<file path="config.mk">
export PLATFORM = sky130hd
export DESIGN_NAME = bin2bcd_seq
export DESIGN_NICKNAME = d
export VERILOG_FILES = /design/src/rtl/bin2bcd_seq.sv
export SDC_FILE = /design/constraint.sdc
export NUM_CORES = 1
export LEC_CHECK = 0
export ABC_AREA = 1
export CAP_MARGIN = 20
export CORE_MARGIN = 2
export CORE_UTILIZATION = 52
export DETAILED_ROUTE_END_ITERATION = 6
export GPL_ROUTABILITY_DRIVEN = 0
export GPL_TIMING_DRIVEN = 1
export PLACE_DENSITY = 0.77
export SLEW_MARGIN = 10
export SYNTH_ARGS = -nofsm -noshare
export SYNTH_HDL_FRONTEND = slang
export SYNTH_SLANG_ARGS = --single-unit
</file>
<file path="constraint.sdc">
create_clock -name clk -period 1.81 [get_ports clk]
set_input_delay 0.181 -clock clk [delete_from_list [all_inputs] [get_ports clk]]
set_output_delay 0.181 -clock clk [all_outputs]
set_load 0.02 [all_outputs]
</file>
<file path="src/rtl/bin2bcd_seq.sv">
// bin2bcd_seq -- sequential double-dabble binary-to-BCD converter.
//
// Converts a BIN_W-bit value into DIGITS packed BCD digits, one bit per
// clock, behind a start/busy/done handshake. Optional two's-complement
// input (magnitude converted, sign reported separately), saturation to
// all nines on overflow, and a leading-zero mask for display blanking.
//
// Ports:
//   clk        system clock, rising edge
//   rst        asynchronous active-high reset
//   start      conversion request, honoured only when idle
//   bin_in     value to convert, captured on the accepting edge
//   busy       high while a conversion is in flight (state != IDLE)
//   done       one-cycle pulse when a new result is presented
//   bcd_out    digit i at [4i+3:4i], digit 0 = units
//   neg        sign of the converted value (never set for zero)
//   overflow   magnitude exceeded 10^DIGITS-1; bcd_out holds all nines
//   lead_zero  bit i set if digit i and every higher digit are zero
module bin2bcd_seq #(
  parameter int BIN_W  = 12,
  parameter int DIGITS = 4,
  parameter int SIGNED = 0
) (
  input  logic                  clk,
  input  logic                  rst,
  input  logic                  start,
  input  logic [BIN_W-1:0]      bin_in,
  output logic                  busy,
  output logic                  done,
  output logic [4*DIGITS-1:0]   bcd_out,
  output logic                  neg,
  output logic                  overflow,
  output logic [DIGITS-1:0]     lead_zero
);

  localparam int SCR_W = 4 * DIGITS;
  // Counter must also hold BIN_W after the final increment.
  localparam int CNT_W = $clog2(BIN_W + 1);

  typedef enum logic [1:0] {IDLE, SHIFT, DONE} state_t;

  state_t             state;
  state_t             state_nxt;
  logic [BIN_W-1:0]   mag;
  logic [SCR_W-1:0]   scratch;
  logic [CNT_W-1:0]   cnt;
  logic               sign;
  logic               ovf;
  logic               last_step;
  logic [SCR_W-1:0]   adj;
  logic [SCR_W:0]     shifted;
  logic [SCR_W-1:0]   result;

  // Two's-complement magnitude; the most negative value maps to
  // 2^(BIN_W-1), which still fits in BIN_W unsigned bits.
  function automatic logic [BIN_W-1:0] magnitude(input logic [BIN_W-1:0] v);
    if ((SIGNED != 0) && v[BIN_W-1])
      return (~v) + BIN_W'(1);
    return v;
  endfunction

  // Double-dabble correction: every digit >= 5 gets +3, independently.
  function automatic logic [SCR_W-1:0] dabble_adjust(input logic [SCR_W-1:0] s);
    logic [SCR_W-1:0] r;
    r = s;
    for (int d = 0; d < DIGITS; d++) begin
      if (s[4*d +: 4] >= 4'd5)
        r[4*d +: 4] = s[4*d +: 4] + 4'd3;
    end
    return r;
  endfunction

  function automatic logic [SCR_W-1:0] saturate(input logic [SCR_W-1:0] s,
                                                input logic            o);
    return o ? {DIGITS{4'h9}} : s;
  endfunction

  // Units digit is never blanked, so bit 0 stays 0.
  function automatic logic [DIGITS-1:0] lead_zeros(input logic [SCR_W-1:0] b);
    logic [DIGITS-1:0] r;
    logic              z;
    r = '0;
    z = 1'b1;
    for (int i = DIGITS - 1; i >= 1; i--) begin
      z    = z & (b[4*i +: 4] == 4'd0);
      r[i] = z;
    end
    return r;
  endfunction

  assign last_step = (cnt == CNT_W'(BIN_W - 1));
  assign adj       = dabble_adjust(scratch);
  // Top bit is the bit leaving the scratch MSB; it flags overflow.
  assign shifted   = {adj, mag[BIN_W-1]};
  assign result    = saturate(scratch, ovf);

  // State register
  always_ff @(posedge clk or posedge rst) begin
    if (rst)
      state <= IDLE;
    else
      state <= state_nxt;
  end

  // Next-state logic
  always_comb begin
    state_nxt = state;
    unique case (state)
      IDLE:    if (start) state_nxt = SHIFT;
      SHIFT:   if (last_step) state_nxt = DONE;
      DONE:    state_nxt = IDLE;
      default: state_nxt = IDLE;
    endcase
  end

  // Output logic
  always_comb begin
    busy = (state != IDLE);
  end

  // Datapath: capture, shift, publish
  always_ff @(posedge clk or posedge rst) begin
    if (rst) begin
      mag       <= '0;
      scratch   <= '0;
      cnt       <= '0;
      sign      <= 1'b0;
      ovf       <= 1'b0;
      done      <= 1'b0;
      bcd_out   <= '0;
      neg       <= 1'b0;
      overflow  <= 1'b0;
      lead_zero <= '0;
    end else begin
      done <= 1'b0;
      unique case (state)
        IDLE: begin
          if (start) begin
            mag     <= magnitude(bin_in);
            sign    <= (SIGNED != 0) && bin_in[BIN_W-1];
            scratch <= '0;
            cnt     <= '0;
            ovf     <= 1'b0;
          end
        end
        SHIFT: begin
          scratch <= shifted[SCR_W-1:0];
          mag     <= {mag[BIN_W-2:0], 1'b0};
          cnt     <= cnt + CNT_W'(1);
          ovf     <= ovf | shifted[SCR_W];
        end
        DONE: begin
          done      <= 1'b1;
          bcd_out   <= result;
          overflow  <= ovf;
          // A nonzero magnitude either overflowed or left digits behind.
          neg       <= sign & (ovf | (scratch != '0));
          lead_zero <= lead_zeros(result);
        end
        default: ;
      endcase
    end
  end

endmodule

</file>
Word-level counts from Yosys, hierarchy flattened
Index checks and enable logic that the tools add are counted.

word-level totals
  register bits = 56
  input port bits = 15
  output and inout bits = 24
  word-level logic and storage cells = 51

cells by class
  add/subtract/negate cells = 5
  order comparisons = 4
  eq/ne operators = 5
  mux-type cells = 17
  bitwise operators = 3
  reductions and logical operators = 8

operator list
  kind                                                                                 count
  16-bit 2-to-1 mux                                                                    2
  16-bit one-hot mux with 2 select lines                                               1
  12-bit one-hot mux with 2 select lines                                               1
  4-bit 2-to-1 mux                                                                     5
  4-bit by 2-bit adder with 4-bit output, second input constant                        4
  4-bit by 3-bit greater-or-equal comparator with 1-bit output, second input constant  4
  4-bit logical NOT                                                                    3
  12-bit 2-to-1 mux                                                                    1
  4-bit one-hot mux with 2 select lines                                                1
  4-bit by 1-bit adder with 4-bit output, second input constant                        1
  4-bit equality test, second input constant                                           1
  2-bit 2-to-1 mux                                                                     2
  2-bit != test, second input constant                                                 2
  2-bit one-hot mux with 2 select lines                                                1
  2-bit AND reduction                                                                  2
  2-bit nonzero test                                                                   2
  1-bit bitwise AND                                                                    2
  2-bit by 1-bit equality test with 1-bit output, second input constant                1
  2-bit equality test, second input constant                                           1
  2-bit logical NOT                                                                    1
  1-bit 2-to-1 mux                                                                     2
  1-bit one-hot mux with 2 select lines                                                1
  1-bit bitwise OR                                                                     1

Depth between registers and ports, before layout
Gate-level depths: netlist of the first run.

  depth after elaboration = 4
  mapped depth = 8
  depth with buffers taken out = 8

Least setup slack after synthesis of the first run
OpenSTA, ideal clock, no wires.

  kind = reg2reg
  start point = register scratch[4]
  end point = register scratch[8]
  library setup time = 0.118 ns
  arrival time = 1.034 ns
  data required time = 1.692 ns
  slack = 0.658 ns
  stages on the path, launching flop included = 8
  path buffers = 0
  period minus slack after synthesis = 1.152 ns
  cells stage by stage = dfrtp_1 inv_1 ha_1 inv_1 nand2_1 nand3_1 nand4_1 nand2_1

between the ends
  cells in the longest elaborated chain, start to end = 3
  elaborated cells on any way between the ends = 4
  classes of those cells = add/sub (1); order compare (1); mux (2)

RTL lines
  item                                                                                                                           line    source
  from (decl)                                                                                                                    45      logic [SCR_W-1:0] scratch;
  from (signal assigned)                                                                                                         147     scratch <= shifted[SCR_W-1:0];
  4-bit by 2-bit adder with 4-bit output / 4-bit by 3-bit greater-or-equal comparator with 1-bit output (equally long branches)  68, 67
  4-bit 2-to-1 mux *                                                                                                             67      if (s[4*d +: 4] >= 4'd5)
  16-bit one-hot mux with 2 select lines *                                                                                       136     unique case (state)

Every way passes the cells marked *; elsewhere a longest branch is shown, timed or not.
A chain may end at the register's enable or synchronous reset.

Worst setup path in the final report of the first run
  start point = register state[0]
  end point = output busy

between the ends
  cells in the longest elaborated chain, start to end = 1

RTL lines
  item                    line  source
  from (decl)             42    state_t state;
  from (signal assigned)  102   state <= state_nxt;
  2-bit nonzero test      118   busy = (state != IDLE);
  to (decl)               28    output logic busy,

Every way passes these cells.

==> results.ini, run 1 <==
[worst_setup_path]
crit_end=busy
worstPathRequired_ps=1630
arrival_ps=1470
cp_max_fo=4
reg2reg_from=state[0]$_DFFE_PP0P_
rrSetupSlack_ps=380
r2r_end=bcd_out[10]$_DFFE_PP0P_
worstSetupStartpointType=flop
end_kind=output pin
crit_path_start=state[0]$_DFFE_PP0P_
r2r_cells=5
crit_type=reg2out

[synth]
ys_seq_area_frac=0.526
synth_cell_types=28
synthTopCellsByCount=106 x nand2_1, 56 x dfrtp_1, 34 x nand3_1, 29 x inv_1, 17 x o21ai_0
synth_top_area_frac=0.526
yosys.area.top_type=dfrtp_1
yosysMostFrequentCell=nand2_1
synth.area.top_cells=dfrtp_1 53%, nand2_1 15%, nand3_1 6.4%, ha_1 4.2%, inv_1 4.1%
synthArstFlopShare=1.00
avgSynthCellArea_sq_um=8.33
synth_warnings=0
ys.flop_type=dfrtp_1
synthCells=320
netlist_area_sq_um=2670
synth_edf_count=0
synth-seq-cells=56

[timing]
rsz0062_at_grt=no
finalSetupViolCount=0
tns_ps=0
hold_ws_ps=238
finalCritPeriodShare=0.910
fmax_mhz=607
fin_worst_skew_ps=3.60
slew_viol_final=0
hold_viol=0
period_needed_ps=1650

[route]
vias=2193
drc=0
detail-route-antenna-nets=0
drtIter0Drc=202
vias_per_cell=5.10
firstDrtPassIters=4
drt-total-wl_um=5270
post_drt_wl_per_cell_um=12.2

[global_route]
grt_usage=0.206
grt_pass1_wl_um=8980
use_met3=0.0278
grt_max_degree=57
busiest_layer=met2
grt_pass1_vias=2042
met2_usage=0.336
gr-usage-met1=0.285
antenna_found_initial=0
overflow=0

[outcome]
status=complete, no violations

[floorplan]
coreArea_sq_um=5010
core.rowCount=26
die_height_um=75.6
start_util=0.532
die_x_um=75.6
ios=39
die_area_sq_um=5710

[power]
p_per_area_nw_per_um2=1590
p_sw_mw=2.15
leakagePower_nw=1.55
p_total_mw=5.07
clockPowerShare=0.137
power_frac_seq=0.408
combPwrFrac=0.455
p_int_mw=2.92
switching_share=0.425
vdd_drop_max_uv=678

[clock_network]
cts_root_buffer=clkbuf_8
cts_tree=yes
path_clk_slew_ps=90
clockBufferDepth=2
cts_sinks=56
cts_buffers=5
cts_resized=0
clkLatencyLatePin_ps=300
h-tree-depth=2
post_cts_buffers=0
cts_hold_buf=0

[finish]
fin_util=0.638
seqCellArea_sq_um=1400
instances_no_fill=430
diodes=0
multi_input_area_sq_um=1080
fillers=461
nets=383
drive_above_1_share=0.0639
area_growth_pct=19.9

[flow_run]
maxCapViolCount=0

[placed_design]
dp_cells=422
portBuffers=36
dp_hpwl_um=3670

[min_path]
hold_class=in2async

how the worst min path moves through the flow:
stage	from	end	slack (ps)	cells past startpoint
2_1_floorplan	bin_in[10]	mag[10]$_DFFE_PP0P_	310	2
3_3_place_gp	lead_zero[2]$_DFFE_PP0P_	lead_zero[2]$_DFFE_PP0P_	460	2
3_5_place_dp	lead_zero[1]$_DFFE_PP0P_	lead_zero[1]$_DFFE_PP0P_	470	2
4_1_cts	rst	cnt[3]$_DFFE_PP0P_	250	3
5_1_grt	rst	cnt[3]$_DFFE_PP0P_	290	3
6_report	rst	mag[7]$_DFFE_PP0P_	240	3
critical path: stages, from the launching register on:
cell and delay (ps):
dfrtp_1 460, nor2_1 70, inv_1 50, clkdlybuf4s50_1 590
metal layers:
layer  vias to the layer above  wire length (um)
li1                       1110                 -
met1                      1021              2560
met2                        57              2430
met3                         5               215
met4                         0                58
met5                         -                 0
power by group through the flow:
stage	registers [mW]	clock network [mW]	logic, mW
after floorplan	2.16	0	1.52
after global placement	2.08	0	2.22
after detailed placement	2.09	0	2.30
after CTS	2.07	0.710	2.31
after global routing	2.13	0.764	2.63
final	2.07	0.693	2.31
sequential cells by signal, indices dropped and copies added (netlist names):
signal and cells:
state 2, lead_zero 3, ovf 1, cnt 4, done 1, bcd_out 16, mag 12, scratch 16
overflow 1
cells in the final DEF (no fill, tap or decap):
cell and count:
nor3_1 1, conb_1 2, o21a_1 1, ha_1 9
buf_12 1, dfrtp_1 56, a22o_1 2, clkinv_2 1
xor2_1 1, nand2_4 2, clkdlybuf4s50_1 36, clkbuf_1 2
o21ai_0 17, inv_1 28, o22ai_1 1, a31oi_1 1
nor2_2 3, inv_2 5, o31ai_1 1, clkbuf_8 6
o21ai_1 8, nand3_2 1, nand2_1 106, nand4_1 8
o211ai_1 1, a21oi_1 5, nor2_4 1, nand3_1 34
nor4_1 1, nor2_1 16, buf_4 3
kinds of logic (layout without fill, tap and decap cells):
kind of cell	after synthesis	count (layout)	synth area share
simple gates	173	173	0.282
other cells	1	2	0.00141
buf+inv	43	82	0.0690
flops	56	56	0.526
compound gates	37	37	0.0761
fa+ha+maj	9	9	0.0423
xor+xnor	1	1	0.00329
per-stage QoR:
step / worst slack (ps) / cell area [sq um]
finish: 164 / 3190
global route: 104 / 3190
CTS: 148 / 3190
detailed placement: 360 / 3100
global placement: 405 / 3100
floorplan: 258 / 2670
final cells by class:
cell class	count	share of cell area
flip-flops and latches	56	0.439
multi-input cells	222	0.339
repair buffers	40	0.126
inverters	34	0.0403
clock buffers	8	0.0282
well taps	70	0.0274
Power figures use the tool's default switching activity.
==> run 2: changes to the inputs <==
Settings changed: SETUP_SLACK_MARGIN set to 0.02.
==> results of run 2 <==
Final layout, timing and power as in run 1 (identical DEF).
